$ cat src/rtl/keypad_debounce_encoder.sv
// Clocked keypad encoder with press/release debounce, highest-index priority and a one-cycle active-low load strobe.
// Optional auto-repeat while a key stays held is built only when KEYPAD_REPEAT_EN is defined.
module keypad_debounce_encoder #(
    parameter int NUM_KEYS        = 10,
    parameter int CODE_W          = 4,
    parameter int DEBOUNCE_CYCLES = 16,
    parameter int REPEAT_CYCLES   = 1000
) (
    input  logic                clk,
    input  logic                reset,
    input  logic [NUM_KEYS-1:0] keypad,
    input  logic                enablen,
    output logic [CODE_W-1:0]   code,
    output logic                loadn,
    output logic                key_held
);

    localparam int IDX_W = (NUM_KEYS > 1) ? $clog2(NUM_KEYS) : 1;
    localparam int CNT_W = $clog2(DEBOUNCE_CYCLES + 1);
    localparam logic [CNT_W-1:0] CNT_MAX = CNT_W'(DEBOUNCE_CYCLES);
    localparam logic [CNT_W-1:0] CNT_ACC = CNT_W'(DEBOUNCE_CYCLES - 1);

    typedef enum logic [1:0] {
        ST_IDLE     = 2'd0,
        ST_DEBOUNCE = 2'd1,
        ST_HELD     = 2'd2,
        ST_RELEASE  = 2'd3
    } state_t;

    logic [NUM_KEYS-1:0] kp_q;
    logic                any_s;
    logic [IDX_W-1:0]    cand_s;
    logic                prev_any_r;
    logic [IDX_W-1:0]    prev_cand_r;
    logic                changed_s;
    logic [CNT_W-1:0]    cnt_r;
    logic [CNT_W-1:0]    cnt_next_s;
    logic                stable_s;
    state_t              state_r;
    state_t              state_next_s;
    logic                accept_s;
    logic                rpt_fire_s;
    logic [CODE_W-1:0]   code_s;
    logic                loadn_s;
    logic                key_held_s;

    // Input register: keypad lines sampled once, even while disabled.
    always_ff @(posedge clk) begin
        if (reset) begin
            kp_q <= {NUM_KEYS{1'b0}};
        end else begin
            kp_q <= keypad;
        end
    end

    // Highest set line wins; later loop iterations override lower indices.
    always_comb begin
        cand_s = {IDX_W{1'b0}};
        for (int i = 0; i < NUM_KEYS; i++) begin
            if (kp_q[i]) begin
                cand_s = IDX_W'(i);
            end else begin
                cand_s = cand_s;
            end
        end
    end

    assign any_s     = |kp_q;
    assign changed_s = (any_s != prev_any_r) || (cand_s != prev_cand_r);

    // Run length of identical (any, cand) samples, minus one, saturating.
    always_comb begin
        if (changed_s) begin
            cnt_next_s = {CNT_W{1'b0}};
        end else if (cnt_r == CNT_MAX) begin
            cnt_next_s = CNT_MAX;
        end else begin
            cnt_next_s = cnt_r + CNT_W'(1);
        end
    end

    // A sample pattern counts as settled once DEBOUNCE_CYCLES identical samples are seen.
    assign stable_s = (cnt_next_s >= CNT_ACC);

    // Previous-sample pair and debounce counter registers.
    always_ff @(posedge clk) begin
        if (reset) begin
            prev_any_r  <= 1'b0;
            prev_cand_r <= {IDX_W{1'b0}};
            cnt_r       <= {CNT_W{1'b0}};
        end else begin
            prev_any_r  <= any_s;
            prev_cand_r <= cand_s;
            if (enablen) begin
                cnt_r <= {CNT_W{1'b0}};
            end else begin
                cnt_r <= cnt_next_s;
            end
        end
    end

    // FSM state register.
    always_ff @(posedge clk) begin
        if (reset) begin
            state_r <= ST_IDLE;
        end else begin
            state_r <= state_next_s;
        end
    end

    // FSM next-state logic; key changes while held are deliberately ignored.
    always_comb begin
        state_next_s = state_r;
        if (enablen) begin
            state_next_s = ST_IDLE;
        end else begin
            case (state_r)
                ST_IDLE: begin
                    if (any_s && stable_s) begin
                        state_next_s = ST_HELD;
                    end else if (any_s) begin
                        state_next_s = ST_DEBOUNCE;
                    end else begin
                        state_next_s = ST_IDLE;
                    end
                end
                ST_DEBOUNCE: begin
                    if (!any_s) begin
                        state_next_s = ST_IDLE;
                    end else if (stable_s) begin
                        state_next_s = ST_HELD;
                    end else begin
                        state_next_s = ST_DEBOUNCE;
                    end
                end
                ST_HELD: begin
                    if (any_s) begin
                        state_next_s = ST_HELD;
                    end else if (stable_s) begin
                        state_next_s = ST_IDLE;
                    end else begin
                        state_next_s = ST_RELEASE;
                    end
                end
                ST_RELEASE: begin
                    if (any_s) begin
                        state_next_s = ST_HELD;
                    end else if (stable_s) begin
                        state_next_s = ST_IDLE;
                    end else begin
                        state_next_s = ST_RELEASE;
                    end
                end
                default: begin
                    state_next_s = ST_IDLE;
                end
            endcase
        end
    end

`ifdef KEYPAD_REPEAT_EN
    localparam int RPT_W = $clog2(REPEAT_CYCLES + 1);
    localparam logic [RPT_W-1:0] RPT_LAST = RPT_W'(REPEAT_CYCLES - 1);

    logic             rpt_stay_s;
    logic [RPT_W-1:0] rpt_r;

    assign rpt_stay_s = (state_r == ST_HELD) && (state_next_s == ST_HELD);
    assign rpt_fire_s = rpt_stay_s && (rpt_r == RPT_LAST);

    // Repeat counter: runs only while HELD persists, restarts on every entry to HELD.
    always_ff @(posedge clk) begin
        if (reset) begin
            rpt_r <= {RPT_W{1'b0}};
        end else if (rpt_stay_s && !rpt_fire_s) begin
            rpt_r <= rpt_r + RPT_W'(1);
        end else begin
            rpt_r <= {RPT_W{1'b0}};
        end
    end
`else
    assign rpt_fire_s = (REPEAT_CYCLES < 0);
`endif

    assign accept_s = (state_next_s == ST_HELD) &&
                      ((state_r == ST_IDLE) || (state_r == ST_DEBOUNCE));

    // FSM output decode, feeding the output registers.
    always_comb begin
        loadn_s    = 1'b1;
        code_s     = code;
        key_held_s = 1'b0;
        if (accept_s) begin
            loadn_s = 1'b0;
            code_s  = CODE_W'(cand_s);
        end else if (rpt_fire_s) begin
            loadn_s = 1'b0;
            code_s  = code;
        end else begin
            loadn_s = 1'b1;
            code_s  = code;
        end
        case (state_next_s)
            ST_HELD:    key_held_s = 1'b1;
            ST_RELEASE: key_held_s = 1'b1;
            default:    key_held_s = 1'b0;
        endcase
    end

    // Registered outputs.
    always_ff @(posedge clk) begin
        if (reset) begin
            code     <= {CODE_W{1'b0}};
            loadn    <= 1'b1;
            key_held <= 1'b0;
        end else begin
            code     <= code_s;
            loadn    <= loadn_s;
            key_held <= key_held_s;
        end
    end

endmodule
$ cat config.mk
export PLATFORM = sky130hd
export DESIGN_NAME = keypad_debounce_encoder
export DESIGN_NICKNAME = d
export VERILOG_FILES = /design/src/rtl/keypad_debounce_encoder.sv
export SDC_FILE = /design/constraint.sdc
export NUM_CORES = 1
export LEC_CHECK = 0
export CAP_MARGIN = 10
export CORE_MARGIN = 2
export CORE_UTILIZATION = 51
export CTS_CLUSTER_DIAMETER = 150
export CTS_CLUSTER_SIZE = 8
export DETAILED_ROUTE_END_ITERATION = 10
export GPL_TIMING_DRIVEN = 0
export PLACE_DENSITY = 0.84
export SETUP_SLACK_MARGIN = 0.05
export SYNTH_ARGS = -nofsm -noshare
export SYNTH_HDL_FRONTEND = slang
export SYNTH_SLANG_ARGS = --single-unit
$ cat constraint.sdc
create_clock -name clk -period 2.66 [get_ports clk]
set_input_delay 0.532 -clock clk [delete_from_list [all_inputs] [get_ports clk]]
set_output_delay 0.532 -clock clk [all_outputs]
set_load 0.05 [all_outputs]
# Yosys cells after proc, flatten, opt, wreduce, memory -nomap -nowiden

Index checks and enable logic that the tools add are counted.

$add $sub $neg: 1
Magnitude comparators: 1
Equal/unequal tests: 8
Mux-type cells: 21
Reductions and logical operators: 9

Operators with widths:

| kind                | count |
|---|---|
| $mux 4              | 8 |
| $mux 2              | 6 |
| $mux 5              | 2 |
| $reduce_or 10->1    | 1 |
| $eq 2x2->1 const B  | 4 |
| $pmux 2 s3          | 1 |
| $reduce_or 2->1     | 3 |
| $add 5x1->5 const B | 1 |
| $eq 5x5->1 const B  | 1 |
| $ge 5x4->1 const B  | 1 |
| $mux 1              | 4 |
| $ne 4x4->1          | 1 |
| $eq 2x1->1 const B  | 1 |
| $logic_and 1x1->1   | 2 |
| $logic_not 2->1     | 1 |
| $logic_or 1x1->1    | 2 |
| $ne 1x1->1          | 1 |

Flip-flop bits (word level): 28
Input bits: 13
Output and inout bits: 6
Logic and storage cells: 48

# Depth between registers and ports, before layout

Gate-level depths: netlist of the first run.

Depth after elaboration: 20
Gate-level depth with buffers: 8

# Worst setup path before layout of the first run

OpenSTA, ideal clock, no wires.

Path kind: flip-flop to flip-flop
Start: register kp_q[7]
End: register code[0]
Data arrival time: 2.341 ns
Required time: 2.539 ns
Setup slack: 0.198 ns
Cell stages (with the launch flop): 8
Buffers on the path: 1
Cells stage by stage: dfxtp_1 > or4_4 > or4_4 > nand3_2 > nand4_4 > or3_1 > buf_6 > mux2_4

Word-level cells in the longest chain between the ends: 13

Ends and longest elaborated chain:

| element                          | line          | RTL |
|---|---|---|
| start: declaration               | 30            | `logic [NUM_KEYS-1:0] kp_q;` |
| start signal: assignment         | 50            | `kp_q <= {NUM_KEYS{1'b0}};` |
| start signal: assignment         | 52            | `kp_q <= keypad;` |
| $mux 4 (3 in series)             | 60            | `if (kp_q[i]) begin` |
| $ne 4x4->1                       | 69            | `assign changed_s = (any_s != prev_any_r) \|\| (cand_s != prev_cand_r);` |
| $logic_or 1x1->1                 | 69            |  |
| $mux 5                           | 73            | `if (changed_s) begin` |
| $ge 5x4->1                       | 83            | `assign stable_s = (cnt_next_s >= CNT_ACC);` |
| $mux 2 (tied with other cells)   | 139, 148      |  |
| $mux 2, on equally long branches | 137, 119, 128 |  |
| $pmux 2 s3                       | 117           | `case (state_r)` |
| $mux 2                           | 114           | `if (enablen) begin` |
| $eq 2x2->1                       | 185           | `assign accept_s = (state_next_s == ST_HELD) &&` |
| $logic_and 1x1->1                | 185           |  |
| end signal: assignment           | 213           | `code <= {CODE_W{1'b0}};` |
| end signal: assignment           | 217           | `code <= code_s;` |
| end: declaration                 | 13            | `output logic [CODE_W-1:0] code,` |

Parallel ways exist; a longest one is shown, timed or not.
A chain may end at the register's enable or synchronous reset.

# Worst setup path in the final report of the first run

Start: register kp_q[7]
End: register code[3]

The elaborated chain is that of the path after synthesis.

==> results.cfg, run 1 <==
[synthesis]
synthesis.nets = 136
synth_area_per_cell_um2 = 9.88
ys_async_sr_fraction_pct = 0
syn_inst = 121
syn_area_mm2 = 0.00119
yosysTopAreaCellShare_pct = 45.2
synth_top_cells_by_area = dfxtp_1 45%, nor2b_1 7.9%, mux2_4 5.0%, nor2_1 4.7%, a311oi_4 2.2%
ys_types = 40
yosysSeqAreaShare_pct = 45.2
yosys-top-cells-count = 27 x dfxtp_1, 15 x nor2_1, 15 x nor2b_1, 5 x inv_1
synth-main-ff-cell = dfxtp_1
synth_edf_count = 0
ys_seq_elements = 27
synth_top_area_cell = dfxtp_1
yosysWarningCount = 0
synth_most_common_cell = dfxtp_1

[place]
gp_congestion = 0.863
hpwl_mm = 1.50
io_buffers = 18
placed_area_mm2 = 0.00141
dp_cells = 167

[power_and_ir_drop]
power.density_mw_per_mm2 = 478
leakage_nw = 0.538
vdd_ir_drop_max_uv = 411

[cts]
holdBufCountCts = 0
numCtsBuffers = 3
clock_latency_ns = 0.32
h-tree-depth = 1
cts_root_buffer = clkbuf_4
cts_sinks = 27
cts_tree = built
clock_path_buffers = 2
cts.clk_slew.worst_paths_ns = 0.13

[cells_and_area]
area_delta_synth_final_pct = 20.4
drive_gt1_share_pct = 14.0
nets = 159
fin_cells = 171
nFillCells = 186
stdcell_area_mm2 = 0.00144
diodes = 0

[floorplanning]
initial_utilization_pct = 54.0
die_y_um = 52.4
ios = 19
die_x_um = 52.4
rows = 17
dieArea_mm2 = 0.00275
core-area_mm2 = 0.00221

[timing]
setup_total_negative_slack_ns = 0
setup_violations = 0
rsz0062_at_grt = false
max_slew.worst_pin.slew_ns = 0.833
relSlewSlack_pct = 43.0
finalCriticalPeriod_ns = 2.55
drv_slew = 0
skew_ns = 0.00203
fmax_ghz = 0.392
finalHoldViolCount = 0
finalCritPeriodShare_pct = 95.8

[detailed_routing]
wire_per_inst_um = 11.2
routed_wl_mm = 1.92
drt_first_pass_iters = 4
first_iter_violations = 8
ant_nets = 0
vias = 897
drc = 0
vias_per_cell = 5.25

[worst_setup_path]
required_ns = 2.89
setup.worst_path.start_class = flip-flop
path_class = reg -> reg
reg2reg_slack_ns = 0.11
cp_max_fo = 5
rr_startpoint = kp_q[7]$_SDFF_PP0_
arrival_ns = 2.78
worst_setup_path_end_kind = flip-flop
startpoint = kp_q[7]$_SDFF_PP0_

[global_routing]
gr-usage-all-layers_pct = 16.6
grt_pass1_wl_mm = 3.39
grt_pass1_vias = 826
antenna_found_initial = 0
grt_max_degree = 16
grt_overflow = 0

[worst_hold_path]
holdCritStartpoint = cnt_r[4]$_SDFF_PP0_
hold_path_class = reg -> reg

[job]
maxCapViolations = 0

[status]
status = finished clean
-- logic make-up after synthesis --
| group | synth area share, % |
|---|---|
| and+or+nand+nor | 29.6 |
| DFF | 45.2 |
| AOI/OAI and AO/OA | 11.2 |
| buffers and inverters | 3.56 |
| muxes | 6.81 |
| xor gates and xnor gates | 1.47 |
| adders and majority gates | 2.09 |
-- layout make-up --
cell class | instances | area, um2 | share of cell area (%)
multi-input combinational | 85 | 612 | 42.5
clock inverter | 1 | 5.00 | 0.348
sequential | 27 | 542 | 37.7
timing repair buffer | 18 | 180 | 12.5
buffer | 4 | 23.8 | 1.65
clock buffer | 3 | 22.5 | 1.57
inverter | 5 | 18.8 | 1.30
tap | 28 | 35.0 | 2.43
-- worst max-delay path, cell delays in order, from the launching register on --
cell     delay (ns)
dfxtp_2        0.37
or4_4          0.56
or4_4          0.49
nand3_2        0.12
nand4_4        0.10
or3_1          0.38
buf_6          0.15
mux2_4         0.29
-- per-layer routing --
| metal | up-vias | routed length [um] | GRT usage, % |
|---|---|---|---|
| li1 | 469 | - | - |
| met1 | 408 | 950 | 19.6 |
| met2 | 18 | 852 | 28.3 |
| met3 | 2 | 99 | 6.00 |
| met4 | 0 | 13 | 4.27 |
| met5 | - | 0 | 0 |
-- stage by stage --
step,setup WS (ns),power (W),hold slack (ns),util [%]
3_5_place_dp,0.107,0.000527,0.505,63.7
4_1_cts,0.0884,0.000692,0.523,65.0
6_report,0.110,0.000688,0.526,65.0
3_3_place_gp,0.124,0.000524,0.491,63.7
2_1_floorplan,0.198,0.000496,0.475,-
5_1_grt,0.0707,0.000719,0.584,65.0
-- worst paths after layout --
path	end	depth (start not counted)
max	code[3]$_SDFFE_PP0P_	7
min	cnt_r[4]$_SDFF_PP0_	2
max reg2reg	code[3]$_SDFFE_PP0P_	7
min reg2reg	cnt_r[4]$_SDFF_PP0_	2
-- power by group --
part,total (W),switching (W),internal [W]
clock,0.000170,0.000113,0.0000564
sequential,0.000432,0.0000140,0.000418
combinational,0.0000860,0.0000385,0.0000475
total,0.000688,0.000166,0.000522
-- flip-flops by register name (all words and copies together) (netlist names) --
name         count
key_held         1
prev_any_r       1
cnt_r            5
code             4
loadn            1
kp_q            10
prev_cand_r      4
state_r          1
-- placed cells by master (no fill, tap or decap), types with 3 or more instances in the layout --
cell	synthesis	final
dfxtp_1	27	26
clkdlybuf4s50_1	0	18
nor2_1	15	15
nor2b_1	15	15
inv_1	5	5
nand3_1	4	4
mux2_4	4	4
or2_2	3	3
nand2_1	3	3
o21ai_0	3	3
clkbuf_4	0	3
-- what timing repair did --
| action | 4_1_cts | 5_1_grt |
|---|---|---|
| setup endpoints to repair | 0 | 4 |
| buffers inserted | 0 | 0 |
| resized for setup | 0 | 1 |
Power figures use the tool's default switching activity.
==> run 2, diff against run 1 <==
--- a/config.mk
+++ b/config.mk
@@ -8,7 +8,7 @@
 export CAP_MARGIN = 10
 export CORE_MARGIN = 2
 export CORE_UTILIZATION = 51
-export CTS_CLUSTER_DIAMETER = 150
+export CTS_CLUSTER_DIAMETER = 40
 export CTS_CLUSTER_SIZE = 8
 export DETAILED_ROUTE_END_ITERATION = 10
 export GPL_TIMING_DRIVEN = 0
==> results of run 2 <==
Final layout, timing and power as in run 1 (identical DEF).
==> run 3, diff against run 2 <==
--- a/config.mk
+++ b/config.mk
@@ -7,12 +7,12 @@
 export LEC_CHECK = 0
 export CAP_MARGIN = 10
 export CORE_MARGIN = 2
-export CORE_UTILIZATION = 51
+export CORE_UTILIZATION = 35
 export CTS_CLUSTER_DIAMETER = 40
 export CTS_CLUSTER_SIZE = 8
 export DETAILED_ROUTE_END_ITERATION = 10
 export GPL_TIMING_DRIVEN = 0
-export PLACE_DENSITY = 0.84
+export PLACE_DENSITY = 0.64
 export SETUP_SLACK_MARGIN = 0.05
 export SYNTH_ARGS = -nofsm -noshare
 export SYNTH_HDL_FRONTEND = slang
==> results.cfg, run 3 (synthesis gave the netlist of run 1 again) <==
[cts]
numCtsBuffers = 3
clock_path_buffers = 2
h-tree-depth = 1
cts_tree = built
cts_sinks = 27
cts_root_buffer = clkbuf_4
clock_latency_ns = 0.32
cts.clk_slew.worst_paths_ns = 0.14

[floorplanning]
die_x_um = 62.4
rows = 21
die_y_um = 62.4
core-area_mm2 = 0.00331
initial_utilization_pct = 36.1
ios = 19
dieArea_mm2 = 0.00390

[cells_and_area]
diodes = 0
final_common_cell = dfxtp_1
drive_gt1_share_pct = 16.6
mostFrequentLayoutCells = 25 x dfxtp_1, 18 x clkdlybuf4s50_1, 15 x nor2_1, 15 x nor2b_1, 5 x inv_1
largest_reg_flops = 10
nFillCells = 334
area_delta_synth_final_pct = 25.1
post-route-util_pct = 45.2
nets = 161
largest-register = kp_q
multi_input_comb_area_um2 = 624
stdcell_area_mm2 = 0.00150
regArea_um2 = 548
largest_registers = kp_q (10), cnt_r (5)

[worst_setup_path]
crit_buf_inv = 1
worst_setup_path_end_kind = flip-flop
crit_path_max_incr_delay_ns = 0.55
path_class = reg -> reg
crit_chain = or4_4 > or4_4 > nand3_4 > nand4_4 > or3_4 > buf_6 > mux2_4
setup.worst_path.start_class = flip-flop
cp_max_fo = 5
cp_top_family = simple AND/OR/NAND/NOR gates
crit_top_cell = or4_4
arrival_ns = 2.78
slowest_stage = or4_4
required_ns = 2.88

[power_and_ir_drop]
leakage_nw = 0.552
finalPower_w = 0.000695
power.density_mw_per_mm2 = 465
vdd_ir_drop_max_uv = 167

[detailed_routing]
drc = 0
first_iter_violations = 31
vias = 931
ant_nets = 0
wire_per_inst_um = 11.4
routed_wl_mm = 2.17
vias_per_cell = 4.87
drt_first_pass_iters = 4

[timing]
finalHoldViolCount = 0
finalCritPeriodShare_pct = 96.2
max_slew.worst_pin.slew_ns = 0.806
setup_violations = 0
drv_slew = 0
setup_total_negative_slack_ns = 0
skew_ns = 0.00772
fmax_ghz = 0.391
layout_setup_ws_ns = 0.100
relSlewSlack_pct = 44.8
finalCriticalPeriod_ns = 2.56
rsz0062_at_grt = false

[place]
dp_worst_setup_slack_ns = 0.0937
io_buffers = 18
placed_area_mm2 = 0.00143
hpwl_mm = 1.62
gp_congestion = 0.742

[job]
maxCapViolations = 0

[global_routing]
gr-usage-all-layers_pct = 12.5
antenna_found_initial = 0
grt_pass1_vias = 947
grt_overflow = 0
grt_max_degree = 16
grt_pass1_wl_mm = 3.96

[status]
status = finished clean

[worst_hold_path]
hold_path_class = reg -> reg
[run 3: cell count changes in the layout (fill, tap and decap cells not counted)]
cell	delta
dfxtp_2	-1
dfxtp_4	+2
or3_1	-1
nand3_2	-1
dfxtp_1	-1
buf_4	+2
or3_4	+1
nand3_4	+1
[run 3: layout make-up]
type                       count  share of cell area [%]
buffer                         4                    1.59
inverter                       5                    1.26
clock inverter                 1                   0.335
timing repair buffer          20                    13.1
clock buffer                   3                    1.51
tap                           46                    3.85
sequential                    27                    36.7
multi-input combinational     85                    41.8
[run 3: per-stage QoR]
stage          cells  hold slack, ns
2_1_floorplan    121           0.475
3_3_place_gp     185           0.492
3_5_place_dp     185           0.519
4_1_cts          189           0.537
5_1_grt          191           0.580
6_report         191           0.544
[run 3: repair_timing]
action	CTS	global route
setup endpoints to repair	0	4
gates resized for setup	0	6
hold buffers	0	0
setup buffers	0	2
[run 3: final timing paths]
| check | to | startpoint | slack, ns | cells past startpoint |
|---|---|---|---|---|
| setup / recovery | code[0]$_SDFFE_PP0P_ | kp_q[6]$_SDFF_PP0_ | 0.10 | 7 |
| hold / removal | cnt_r[4]$_SDFF_PP0_ | cnt_r[4]$_SDFF_PP0_ | 0.54 | 2 |
| setup reg to reg | code[0]$_SDFFE_PP0P_ | kp_q[6]$_SDFF_PP0_ | 0.10 | 7 |
| hold reg to reg | cnt_r[4]$_SDFF_PP0_ | cnt_r[4]$_SDFF_PP0_ | 0.54 | 2 |
[run 3: layer usage]
layer	share of wire, %	vias to the layer above	track usage (%)
li1	-	470	-
met1	46	434	15.2
met2	48	23	21.6
met3	3.6	4	1.26
met4	1.8	0	6.67
met5	0	-	0
[run 3: tightest hold or removal path, cell delays in order, from the launching register on]
cell     delay, ns
dfxtp_1       0.36
nand2_1       0.09
a21oi_1       0.06
[run 3: power breakdown]
part	leakage [nW]	total [W]	switching (W)	internal (W)
combinational	0.311	0.0000918	0.0000409	0.0000508
sequential	0.223	0.000431	0.0000138	0.000418
clock	0.0177	0.000172	0.000116	0.0000564
